File: src/rtl/mem_bus_bridge.sv
// mem_bus_bridge
// Bridges the multi-cycle core memory port to a variable-latency req/ack memory.
// Features: registered request with timeout, alignment and strobe sanity checks,
// a sticky bus_err flag and one-cycle core_ready completion pulses.
// Optional build macro MEM_BRIDGE_WRITE_POST_EN: posted writes (WPEND state),
// where the core is released one cycle after a legal write is accepted.
module mem_bus_bridge #(
   parameter int ADDR_W  = 32,
   parameter int DATA_W  = 32,
   parameter int TIMEOUT = 255,
   parameter int TO_W    = 8
) (
   input  logic              clk,
   input  logic              reset,
   input  logic              core_rd,
   input  logic              core_wr,
   input  logic [ADDR_W-1:0] core_addr,
   input  logic [DATA_W-1:0] core_wdata,
   output logic [DATA_W-1:0] core_rdata,
   output logic              core_ready,
   output logic              core_busy,
   output logic              bus_err,
   input  logic              err_clr,
   output logic              mem_req,
   output logic              mem_we,
   output logic [ADDR_W-1:0] mem_addr,
   output logic [DATA_W-1:0] mem_wdata,
   input  logic              mem_ack,
   input  logic [DATA_W-1:0] mem_rdata
);

`ifdef MEM_BRIDGE_WRITE_POST_EN
   typedef enum logic [2:0] {
      ST_IDLE  = 3'd0,
      ST_REQ   = 3'd1,
      ST_DONE  = 3'd2,
      ST_ERR   = 3'd3,
      ST_WPEND = 3'd4
   } state_t;
`else
   typedef enum logic [1:0] {
      ST_IDLE = 2'd0,
      ST_REQ  = 2'd1,
      ST_DONE = 2'd2,
      ST_ERR  = 2'd3
   } state_t;
`endif

   state_t          state_r;
   logic [TO_W-1:0] cnt_r;

   logic            req_any_s;
   logic            req_bad_s;
   logic [TO_W-1:0] cnt_inc_s;
   logic            timeout_s;

   // A request is anything strobed; it is illegal if misaligned or both strobes are high.
   assign req_any_s = core_rd | core_wr;
   assign req_bad_s = (core_addr[1:0] != 2'b00) | (core_rd & core_wr);

   // The wait counter expires on the edge where it would reach TIMEOUT.
   assign cnt_inc_s = cnt_r + TO_W'(1);
   assign timeout_s = (cnt_inc_s == TO_W'(TIMEOUT));

   // Transaction FSM with all core- and memory-side outputs registered.
   always_ff @(posedge clk or negedge reset) begin
      if (!reset) begin
         state_r    <= ST_IDLE;
         cnt_r      <= '0;
         mem_req    <= 1'b0;
         mem_we     <= 1'b0;
         mem_addr   <= '0;
         mem_wdata  <= '0;
         core_rdata <= '0;
         core_ready <= 1'b0;
         core_busy  <= 1'b0;
         bus_err    <= 1'b0;
      end else begin
         // Ready is a single-cycle pulse; only the arms below raise it.
         core_ready <= 1'b0;
         // Clear is applied first so that an error set later in this block wins.
         if (err_clr) begin
            bus_err <= 1'b0;
         end
         case (state_r)
            ST_IDLE: begin
               if (req_any_s) begin
                  mem_we    <= core_wr;
                  mem_addr  <= core_addr;
                  mem_wdata <= core_wdata;
                  core_busy <= 1'b1;
                  if (req_bad_s) begin
                     // Illegal request: never touch memory, report through ERR.
                     state_r    <= ST_ERR;
                     bus_err    <= 1'b1;
                     core_rdata <= '1;
                  end else begin
                     cnt_r   <= '0;
                     mem_req <= 1'b1;
`ifdef MEM_BRIDGE_WRITE_POST_EN
                     if (core_wr) begin
                        // Posted write: release the core now, finish the bus side in WPEND.
                        state_r    <= ST_WPEND;
                        core_ready <= 1'b1;
                     end else begin
                        state_r <= ST_REQ;
                     end
`else
                     state_r <= ST_REQ;
`endif
                  end
               end
            end
            ST_REQ: begin
               cnt_r <= cnt_inc_s;
               if (mem_ack) begin
                  mem_req    <= 1'b0;
                  core_ready <= 1'b1;
                  state_r    <= ST_DONE;
                  if (!mem_we) begin
                     core_rdata <= mem_rdata;
                  end
               end else if (timeout_s) begin
                  mem_req    <= 1'b0;
                  bus_err    <= 1'b1;
                  core_rdata <= '1;
                  state_r    <= ST_ERR;
               end
            end
            ST_ERR: begin
               // Error still completes the access so the core is never left stalled.
               core_ready <= 1'b1;
               state_r    <= ST_DONE;
            end
            ST_DONE: begin
               // Ready pulse is visible in this cycle; strobes are re-examined in IDLE.
               core_busy <= 1'b0;
               state_r   <= ST_IDLE;
            end
`ifdef MEM_BRIDGE_WRITE_POST_EN
            ST_WPEND: begin
               cnt_r <= cnt_inc_s;
               if (mem_ack) begin
                  mem_req   <= 1'b0;
                  core_busy <= 1'b0;
                  state_r   <= ST_IDLE;
               end else if (timeout_s) begin
                  // The ready pulse was already given, so only the flag reports this.
                  mem_req   <= 1'b0;
                  bus_err   <= 1'b1;
                  core_busy <= 1'b0;
                  state_r   <= ST_IDLE;
               end
            end
`endif
            default: begin
               mem_req   <= 1'b0;
               core_busy <= 1'b0;
               state_r   <= ST_IDLE;
            end
         endcase
      end
   end

endmodule
File: config.mk
export PLATFORM = sky130hd
export DESIGN_NAME = mem_bus_bridge
export DESIGN_NICKNAME = d
export VERILOG_FILES = /design/src/rtl/mem_bus_bridge.sv
export SDC_FILE = /design/constraint.sdc
export NUM_CORES = 1
export LEC_CHECK = 0
export CAP_MARGIN = 25
export CORE_UTILIZATION = 42
export CTS_BUF_LIST = sky130_fd_sc_hd__clkbuf_4 sky130_fd_sc_hd__clkbuf_8 sky130_fd_sc_hd__clkbuf_16
export CTS_CLUSTER_SIZE = 12
export DETAILED_ROUTE_END_ITERATION = 7
export HOLD_SLACK_MARGIN = 0.12
export PLACE_DENSITY = 0.88
export SLEW_MARGIN = 10
export SYNTH_ARGS = -nofsm -noshare
export SYNTH_HDL_FRONTEND = slang
export SYNTH_SLANG_ARGS = --single-unit
File: constraint.sdc
create_clock -name clk -period 2.39 [get_ports clk]
set_clock_uncertainty 0.2 [all_clocks]
set_input_delay 0.478 -clock clk [delete_from_list [all_inputs] [get_ports clk]]
set_output_delay 0.478 -clock clk [all_outputs]
set_load 0.01 [all_outputs]
==> reports/metrics.csv <==
metric,value,unit
outcome,"finished, final reports clean",
Clk network pwr share,12.5,%
Slew Limit Fails,0,
synth cell count leaders,"dfrtp_1, mux2_2, nor2_1, nor3_1, a21oi_1",
# rows,37,
Worst Path Max Fanout,32,
router iterations before antenna repair,4,
CP required,2430,ps
synthesized area per cell,12.8,µm²
global-route wire length before repair,18.4,mm
warnings from Yosys,0,
relative slew slack,60.2,%
min Tclk post-route,2090,ps
XOR/XNOR Fraction of Synth Area,0.567,%
maxcap violations,0,
Post-Place Worst Slack,-39.2,ps
GRT Overall Usage,20.6,%
Die Ht,107,µm
Post-Syn Instances,363,
fraction of layout cells with a size suffix above 1,17.4,%
Post-synth EDFFs,0,
# diodes,0,
Seq pwr share,38.0,%
Synth Net Count,467,
#FFs+latches synth,111,
routability congestion estimate,0.826,
ys flop type,dfrtp_1,
final-report hold violation count,0,
Post-route DRC,0,
Slew @ Worst Pin,597,ps
count of final setup violators,0,
CP endpoint kind,flop,
die area,11500,µm²
final worst slack,297,ps
Worst Hold Class,flop to flop,
CTS tree,done,
"Setup Fix Bufs, Post-CTS",0,
beginning of the worst hold path,mem_wdata[21]$_DFFE_PN0P_,
Int Power,0.00576,W
sink of the worst hold path,mem_wdata[21]$_DFFE_PN0P_,
largest family of logic cells by synthesized area,multiplexers,
Core Box Area,10500,µm²
Post-Synth Simple-Gate Area,10.7,%
clock sinks,111,
CTS Buf Count,9,
Netlist cell types,43,
Leak,2.80,nW
IO Port Bufs,202,
Root Driver,clkbuf_8,
Synth area leaders,"dfrtp_1, mux2_2, nor3_1",
DRT Wirelength,11.6,mm
DR WL/cell,16.2,µm
remaining antenna violation count,0,
Reg2Reg Setup Slack,310,ps
dpl hpwl,8.32,mm
DR vias/cell,4.99,
combinational share of power,49.5,%
grt total ovfl,0,
worst-case clock buffer depth,2,
RSZ-0062 raised after global routing,no,
switching power,0.00279,W
Synth-to-Final Area Change,51.9,%
Worst R2R End,mem_req$_DFFE_PN0P_,
adder-cell share of the synthesized area,0.540,%
effective utilization at floorplan,44.1,%
Max rail drop VDD,0.000578,V
Post-Syn Area,4630,µm²
initial antenna violation count,0,
post-synthesis sequential area ratio,59.9,%
vias,3550,
crit start category,input port,
Crit Reg-Reg Startpoint,cnt_r[0]$_DFFE_PN0P_,
number of global-route vias before repair,3640,
"Clk Latency, worst-skew pair",360,ps
Worst Setup Path Type,input port to flop,
setup_tns,0,ps
"count leader, synth",dfrtp_1,
post-synthesis mux area share,15.6,%
Yosys top cell by area,dfrtp_1,
Compound-Gate Fraction of Synth Area,8.77,%
Peak Freq,478,MHz
final worst path period share,87.6,%
pwr dens,1210,nW/µm²
NumNets Final,675,
drt first-iter violations,143,
I/O pin count,203,
WHS Path Cells,1,
WP data arrival,2140,ps
largest net degree at the start of global routing,112,
H-tree depth,3,
share of the synthesized area in the top cell type,59.9,%
clock slew at reported path FFs,100,ps
FF-to-FF path depth,5,
floorplan die width,107,µm
sw frac,32.6,%
Synth async-reset ratio,100,%
==> state kept, by name, summed over array words and instances, names as in the netlist <==
signal and count:
core_rdata 32, mem_addr 32, mem_wdata 32, cnt_r 8, state_r 2, bus_err 1
core_busy 1, core_ready 1, mem_req 1, mem_we 1
==> critical path, stage by stage <==
cell and delay [ps]:
clkdlybuf4s50_1 500, a211oi_1 450, buf_4 210, o2bb2ai_4 60, nand4b_4 110, buf_12 200, a21oi_1 100
==> worst max-delay path by stage <==
stage               slack [ps]  cells after the start                    endpoint                  from
global route               220                      5         mem_req$_DFFE_PN0P_  cnt_r[0]$_DFFE_PN0P_
CTS                        270                      1                      mem_we    mem_we$_DFFE_PN0P_
finish                     300                      7   core_rdata[6]$_DFFE_PN0P_               core_rd
floorplan                  510                      5         mem_req$_DFFE_PN0P_  cnt_r[0]$_DFFE_PN0P_
global placement            50                      7  core_rdata[15]$_DFFE_PN0P_               core_rd
detailed placement         -40                      7   core_rdata[6]$_DFFE_PN0P_               core_rd
==> power by group through the flow <==
| stage | Clock (W) | Combinational, W | Sequential [W] |
|---|---|---|---|
| finish | 0.00107 | 0.00423 | 0.00325 |
| global route | 0.00118 | 0.00453 | 0.00338 |
| CTS | 0.00110 | 0.00429 | 0.00326 |
| detailed placement | 0 | 0.00427 | 0.00329 |
| global placement | 0 | 0.00416 | 0.00323 |
| floorplan | 0 | 0.00170 | 0.00361 |
==> layer usage <==
layer | track usage (%) | vias to the layer above | routed length, µm
met1 | 26.8 | 1702 | 5040
met2 | 34.6 | 141 | 5580
li1 | - | 1690 | -
met4 | 6.95 | 0 | 211
met5 | 0 | - | 0
met3 | 3.89 | 17 | 727
==> cells by family (layout without fill, tap and decap cells) <==
logic type / count (synthesis) / count (layout)
muxes: 64 / 64
AOI/OAI and AO/OA: 60 / 60
adders and majority gates: 2 / 2
buffers and inverters: 25 / 238
and+or+nand+nor: 98 / 98
DFF: 111 / 111
xor gates and xnor gates: 3 / 3
==> layout make-up <==
cell class	instances	area, µm²
sequential	111	2780
inverter	3	11.3
fill	781	3470
multi-input combinational	227	1680
tap	136	170
clock inverter	2	15.0
timing repair buffer	219	2210
clock buffer	14	174
==> per-stage QoR <==
step / cell area (µm²) / power (W) / utilization (%) / std cells / hold WS [ps]
detailed placement: 6840 / 0.00757 / 65.1 / 695 / 273
global route: 7040 / 0.00908 / 67.0 / 712 / 313
global placement: 6840 / 0.00739 / 65.1 / 695 / 268
finish: 7040 / 0.00855 / 67.0 / 712 / 291
floorplan: 4630 / 0.00531 / - / 363 / -17.6
CTS: 7040 / 0.00865 / 67.0 / 712 / 295
==> cells in the final DEF (no fill, tap or decap), drive strengths merged, types with 2 or more instances in the layout <==
cell,synthesis,layout
clkdlybuf4s50,0,201
dfrtp,111,111
mux2,64,64
nor2,40,40
a21oi,36,36
nor3,34,34
buf,15,17
clkbuf,7,14
nand2,10,10
o21ai,10,10
inv,3,3
nand3,2,2
xnor2,2,2
nand2b,2,2
o22ai,2,2
o31ai,2,2
ha,2,2
clkinvlp,0,2
==> repair_timing <==
| action | CTS | global route |
|---|---|---|
| hold buffers | 1 | 0 |
| gates resized for setup | 0 | 0 |
| hold endpoints to repair | 111 | 0 |
Note: power is estimated with default switching activity, not from simulation.
